--- config.mk ---
export PLATFORM = sky130hd
export DESIGN_NAME = query_feeder
export DESIGN_NICKNAME = d
export VERILOG_FILES = /design/src/rtl/query_feeder.sv
export SDC_FILE = /design/constraint.sdc
export NUM_CORES = 1
export LEC_CHECK = 0
export BUFFER_PORTS_ARGS = -buffer_cell sky130_fd_sc_hd__clkbuf_2
export CAP_MARGIN = 10
export CORE_UTILIZATION = 25
export DETAILED_ROUTE_END_ITERATION = 8
export GPL_TIMING_DRIVEN = 0
export PLACE_DENSITY = 0.43
export SLEW_MARGIN = 5
export SYNTH_ARGS = -nofsm -noshare
export SYNTH_HDL_FRONTEND = slang
export SYNTH_SLANG_ARGS = --single-unit
--- constraint.sdc ---
create_clock -name clk -period 4.05 [get_ports clk]
set_clock_uncertainty 0.2 [all_clocks]
set_input_delay 0 -clock clk [delete_from_list [all_inputs] [get_ports clk]]
set_output_delay 0 -clock clk [all_outputs]
set_load 0.01 [all_outputs]
--- src/rtl/query_feeder.sv ---
// query_feeder: unpacks 2-bit bases from packed query words and pours them,
// one valid-tagged base per cycle, into the downstream query buffer.
module query_feeder #(
    parameter int unsigned WORD_BITS = 32,
    parameter int unsigned LEN_BITS  = 16
) (
    input  logic                 clk,
    input  logic                 rst_n,
    input  logic                 start_i,
    input  logic [LEN_BITS-1:0]  len_i,
    input  logic [WORD_BITS-1:0] word_i,
    input  logic                 word_valid_i,
    output logic                 word_ready_o,
    input  logic                 full_i,
    input  logic                 update_i,
    output logic [2:0]           q_o,
    output logic                 pouring_o,
    output logic                 busy_o,
    output logic                 done_o
);

    localparam int unsigned BPW     = WORD_BITS / 2;
    localparam int unsigned WL_BITS = $clog2(BPW + 1);

    typedef enum logic [1:0] {
        S_IDLE  = 2'd0,
        S_FETCH = 2'd1,
        S_POUR  = 2'd2,
        S_DONE  = 2'd3
    } state_t;

    state_t               state, state_d;
    logic [LEN_BITS-1:0]  remain, remain_d;
    logic [WL_BITS-1:0]   word_left, word_left_d;
    logic [WORD_BITS-1:0] shift, shift_d;
    logic                 pouring, pouring_d;
    logic                 emit;

    // State and datapath registers; reset aborts any sequence in flight.
    always_ff @(posedge clk or negedge rst_n) begin
        if (!rst_n) begin
            state     <= S_IDLE;
            remain    <= '0;
            word_left <= '0;
            shift     <= '0;
            pouring   <= 1'b0;
        end else begin
            state     <= state_d;
            remain    <= remain_d;
            word_left <= word_left_d;
            shift     <= shift_d;
            pouring   <= pouring_d;
        end
    end

    // Next-state, datapath update and emit decision.
    always_comb begin
        state_d     = state;
        remain_d    = remain;
        word_left_d = word_left;
        shift_d     = shift;
        pouring_d   = 1'b0;
        emit        = 1'b0;
        case (state)
            S_IDLE: begin
                if (start_i) begin
                    // An empty sequence still pours for one cycle so the buffer marks it.
                    pouring_d = 1'b1;
                    if (len_i != '0) begin
                        remain_d = len_i;
                        state_d  = S_FETCH;
                    end else begin
                        state_d  = S_DONE;
                    end
                end
            end
            S_FETCH: begin
                pouring_d = 1'b1;
                if (word_valid_i) begin
                    shift_d     = word_i;
                    word_left_d = (32'(remain) >= BPW) ? WL_BITS'(BPW) : WL_BITS'(remain);
                    state_d     = S_POUR;
                end
            end
            S_POUR: begin
                pouring_d = 1'b1;
                // A simultaneous pop frees a slot even when the buffer reports full.
                emit = ~full_i | update_i;
                if (emit) begin
                    shift_d     = shift >> 2;
                    remain_d    = remain - LEN_BITS'(1);
                    word_left_d = word_left - WL_BITS'(1);
                    if (remain == LEN_BITS'(1)) begin
                        state_d   = S_DONE;
                        pouring_d = 1'b0;
                    end else if (word_left == WL_BITS'(1)) begin
                        state_d   = S_FETCH;
                    end
                end
            end
            S_DONE: begin
                state_d = S_IDLE;
            end
            default: begin
                state_d = S_IDLE;
            end
        endcase
    end

    // Output decode from the state register and the emit decision.
    assign word_ready_o = (state == S_FETCH);
    assign q_o          = emit ? {1'b1, shift[1:0]} : 3'b000;
    assign pouring_o    = pouring;
    assign busy_o       = (state != S_IDLE);
    assign done_o       = (state == S_DONE);

endmodule

Yosys cells after proc, flatten, opt, wreduce, memory -nomap -nowiden
Cells that the tools add are included.

Add/sub/neg operators: 2. $mul: 0. Div/mod/pow operators: 0. Magnitude comparators: 1. Equal/unequal tests: 10. Shifts and indexed selects: 0. Muxes and demuxes: 24. Bitwise logic cells: 2. Reduce and logical (&&, ||, !) cells: 8.

Operators by type and width (number): two-way mux 32 bit (2); one-hot mux 32 bit (2 select lines) (1); two-way mux 16 bit (3); one-hot mux 16 bit (2 select lines) (1); equality test 16 x 1 -> 1 bit, second input constant (1); greater-or-equal comparator 16 x 5 -> 1 bit, second input constant (1); nonzero test 16 bit (1); subtractor 16 x 1 -> 16 bit, second input constant (1); two-way mux 5 bit (3); two-way mux 2 bit (6); one-hot mux 5 bit (2 select lines) (1); != test 2 bit, second input constant (4); one-hot mux 2 bit (4 select lines) (1); AND reduction 4 bit (2); nonzero test 2 bit (3); equality test 5 x 1 -> 1 bit, second input constant (1); subtractor 5 x 1 -> 5 bit, second input constant (1); equality test 2 bit, second input constant (2); two-way mux 1 bit (4); two-way mux 3 bit (1); != test 3 bit, second input constant (1); one-hot mux 1 bit (3 select lines) (1); AND reduction 3 bit (1); equality test 2 x 1 -> 1 bit, second input constant (1); 3 further kinds (3).

Register bits after elaboration: 56. Bits in latches: 0. RAM bits: 0. Memory bits (read-only): 0. Output and inout bits: 7. Word-level logic and storage cells: 52. Memories: 0.

Depth between registers and ports, before layout
Depth after elaboration: 5. Mapped depth: 8.

Worst setup path after synthesis
Ideal clock, no wire load.

Kind: register to register. Start point: register remain[7]. End point: register remain[15]. Arrival: 1.882 ns. Slack: 1.847 ns. Cell stages (with the launch flop): 6. Buffers on the path: 0. Clock period less this slack: 2.203 ns. Cells stage by stage: dfrtp_1 > or4_4 > or4_4 > nor4_4 > a31oi_1 > o22a_1.

Longest elaborated chain between the ends: 3.

RTL lines: start, declared (RTL line 33) `logic [LEN_BITS-1:0] remain, remain_d;`; start signal, assigned (RTL line 49) `remain <= remain_d;`; subtractor 16 x 1 -> 16 bit (RTL line 91) `remain_d = remain - LEN_BITS'(1);`; two-way mux 16 bit (RTL line 89) `if (emit) begin`; one-hot mux 16 bit (2 select lines) (RTL line 64) `case (state)`.

Every way passes these cells. The select of a mux whose other input is x is not followed. A chain may end at the register's enable or synchronous reset.

Final worst setup path
Start point: register state[0]. End point: register shift[31].

Longest elaborated chain between the ends: 3. Elaborated cells on any way between the ends: 7. Classes of those cells: eq/ne: 4; mux: 1; reduce/logical: 2.

RTL lines: start, declared (RTL line 32) `state_t state, state_d;`; start signal, assigned (RTL line 48) `state <= state_d;`; equality test 2 bit / equality test 2 x 1 -> 1 bit (equally long branches) (RTL line 64); != test 2 bit (no line) / nonzero test 2 bit (equally long branches); AND reduction 3 bit (no line); end signal, assigned (RTL line 51) `shift <= shift_d;`; end, declared (RTL line 35) `logic [WORD_BITS-1:0] shift, shift_d;`.

Parallel ways exist; a longest one is shown, timed or not.

==> flow_summary.json <==
{
  "layout-drive-gt1-share_pct": 17.24,
  "fin_hold_ws_ns": 0.02938,
  "grt.overflow.total": 0,
  "cts_buffers": 5,
  "clk_latency_ns": 0.30,
  "yosys-top-cells-area": "dfrtp_1 45%, nand2_1 8.8%, nor2_1 7.2%, a31oi_1 6.5%, o21ai_0 3.7%",
  "rsz0062_at_grt": "no",
  "grt_pass1_wl_mm": 15.61,
  "io_buffers": 60,
  "grt_pass1_vias": 3108,
  "fin_crit_ns": 2.778,
  "grt_use_met1_pct": 20.99,
  "cp.required_ns": 4.09,
  "tightest_slew_ns": 0.7143,
  "synth-main-ff-cell": "dfrtp_1",
  "tns_ns": 0,
  "critPathLaunchType": "register",
  "layout.nets": 550,
  "areaGrowthSynthToFinish_pct": 38.69,
  "syn_avg_cell_area_um2": 8.306,
  "ios": 61,
  "viasPerCell": 4.933,
  "outcome": "finished, final reports clean",
  "clock-sinks": 56,
  "ys_types": 46,
  "coreArea_um2": 12010,
  "cts_max_level": 2,
  "setup_violations": 0,
  "post_cts_buffers": 0,
  "criticalPathCategory": "register to register",
  "drtAntennaViolNets": 0,
  "async_flop_share_pct": 100.0,
  "dp_worst_setup_slack_ns": 1.557,
  "antenna_found_initial": 0,
  "routed_wl_mm": 9.617,
  "grt_use_met2_pct": 25.44,
  "synth-seq-area-share_pct": 45.47,
  "clockBufferDepth": 2,
  "place_congestion": 0.7693,
  "dieArea_um2": 12770,
  "cts_tree": "yes",
  "drc": 0,
  "first_iter_violations": 129,
  "root_buffer": "clkbuf_16",
  "die_h_um": 113.0,
  "critPathMaxFanout": 10,
  "yosys_warnings": 0,
  "start_util_pct": 25.66,
  "final_cell_mix": "72 x nand2_1, 59 x nor2_1, 59 x clkbuf_2",
  "synth_cells": 371,
  "routedWlPerCell_um": 15.03,
  "rows": 40,
  "min_path_type": "input pin to asynchronous set/reset pin",
  "syn-num-nets": 429,
  "synth_edf_count": 0,
  "syn_area_um2": 3082,
  "worstSetupEndpointType": "register",
  "grt_start_max_net_pins": 57,
  "total_leakage_power_nw": 1.863,
  "fin_ws_ns": 1.272,
  "max_freq_ghz": 0.3600,
  "irDropWorstVdd_mv": 0.2278,
  "hpwlAfterDp_mm": 6.342,
  "synth.top_cell.area_share_pct": 45.47,
  "synth-seq-cells": 56,
  "clkSlewWorstSetupHoldPaths_ns": 0.08,
  "p_per_area_nw_per_um2": 673.0,
  "period_share_pct": 68.59,
  "final_common_cell": "nand2_1",
  "vias": 3157,
  "dr.pass1.iters": 4,
  "drv_cap": 0,
  "relSlewSlack_pct": 52.38,
  "hold_viol": 0,
  "critical_path_arrival_ns": 2.82,
  "busiest_layer": "met2",
  "maxSlewViolCount": 0,
  "synth_top_cell_by_area": "dfrtp_1",
  "grtUsageTotal_pct": 15.43,
  "antennaDiodeCount": 0,
  "die_x_um": 113.0,
  "met3_usage_pct": 2.196
}
## final timing paths
kind,end,cells past startpoint,from,slack (ns)
max,shift[31],7,state[0],1.27
min,shift[12],3,rst_n,0.03
max reg2reg,shift[31],7,state[0],1.27
min reg2reg,remain[6],2,remain[6],0.31
max in group asynchronous,shift[17],3,rst_n,3.31
min in group clk,state[1],4,full_i,0.04
## registers in the layout, summed over array words and instances (netlist names)
name       cells
shift         32
pouring_o      1
word_left      5
state          2
remain        16
## synth_stat cells (all sizes together), types with 2 or more instances
master   number
or4           4
nor4          7
a221oi        2
a41oi         2
nand2b        2
buf           5
nand2        72
and3          3
nand3         3
dfrtp        56
nor3b         2
and2          3
a211oi        2
a31oi        32
inv           9
a32o          2
nor2b         3
a21oi        18
a2bb2oi       2
o22ai         3
nor2         59
clkbuf       22
a22oi         2
a22o          2
a32oi         3
nor3          8
o21ai        25
o22a          3
ha            4
## power breakdown
part           total, mW  leakage, nW  switching, mW  internal, mW
clock              0.451       0.0742          0.219         0.232
sequential          1.05        0.642          0.214         0.839
combinational       1.37         1.15          0.819         0.553
## timing repair
item / CTS / global route
resized for setup: 0 / 0
hold buffers: 53 / 0
endpoints found under the hold margin: 107 / 0
## worst max-delay path, cell delays in order (launching register included)
cell and delay [ns]:
dfrtp_1 0.32, clkbuf_1 0.31, nand2b_1 0.16, clkbuf_1 0.31
nor2_1 0.10, a21oi_1 0.57, a32o_1 0.21, dlygate4sd3_1 0.54
## cell families after synthesis
logic type,synth area share [%]
and+or+nand+nor,24.97
AOI/OAI and AO/OA,22.09
DFF,45.47
buffers and inverters,5.846
adders and majority gates,1.624
## cell type report
class,instances,area [um2]
Buffer,27,146.4
Clock buffer,5,125.1
Clock inverter,3,22.52
Fill cell,1303,7737
Inverter,9,33.78
Multi-Input combinational cell,279,1500
Sequential cell,56,1401
Tap cell,147,183.9
Timing Repair Buffer,114,860.8
## metrics by stage
step | cells | util (%) | power (mW) | area, um2
3_5_place_dp | 579 | 29.94 | 2.381 | 3596
6_report | 640 | 35.58 | 2.876 | 4274
5_1_grt | 640 | 35.58 | 3.135 | 4274
3_3_place_gp | 578 | 29.69 | 2.368 | 3566
2_1_floorplan | 371 | - | 1.966 | 3082
4_1_cts | 640 | 35.58 | 2.897 | 4274
## per-layer routing
| metal | part of all wire, % | wire length [um] | vias to the layer above |
|---|---|---|---|
| met5 | 0 | 0 | - |
| met2 | 48 | 4573 | 77 |
| li1 | - | - | 1555 |
| met1 | 47 | 4522 | 1513 |
| met4 | 1.7 | 163 | 0 |
| met3 | 3.7 | 358 | 12 |
(Power assumes the default switching activity.)
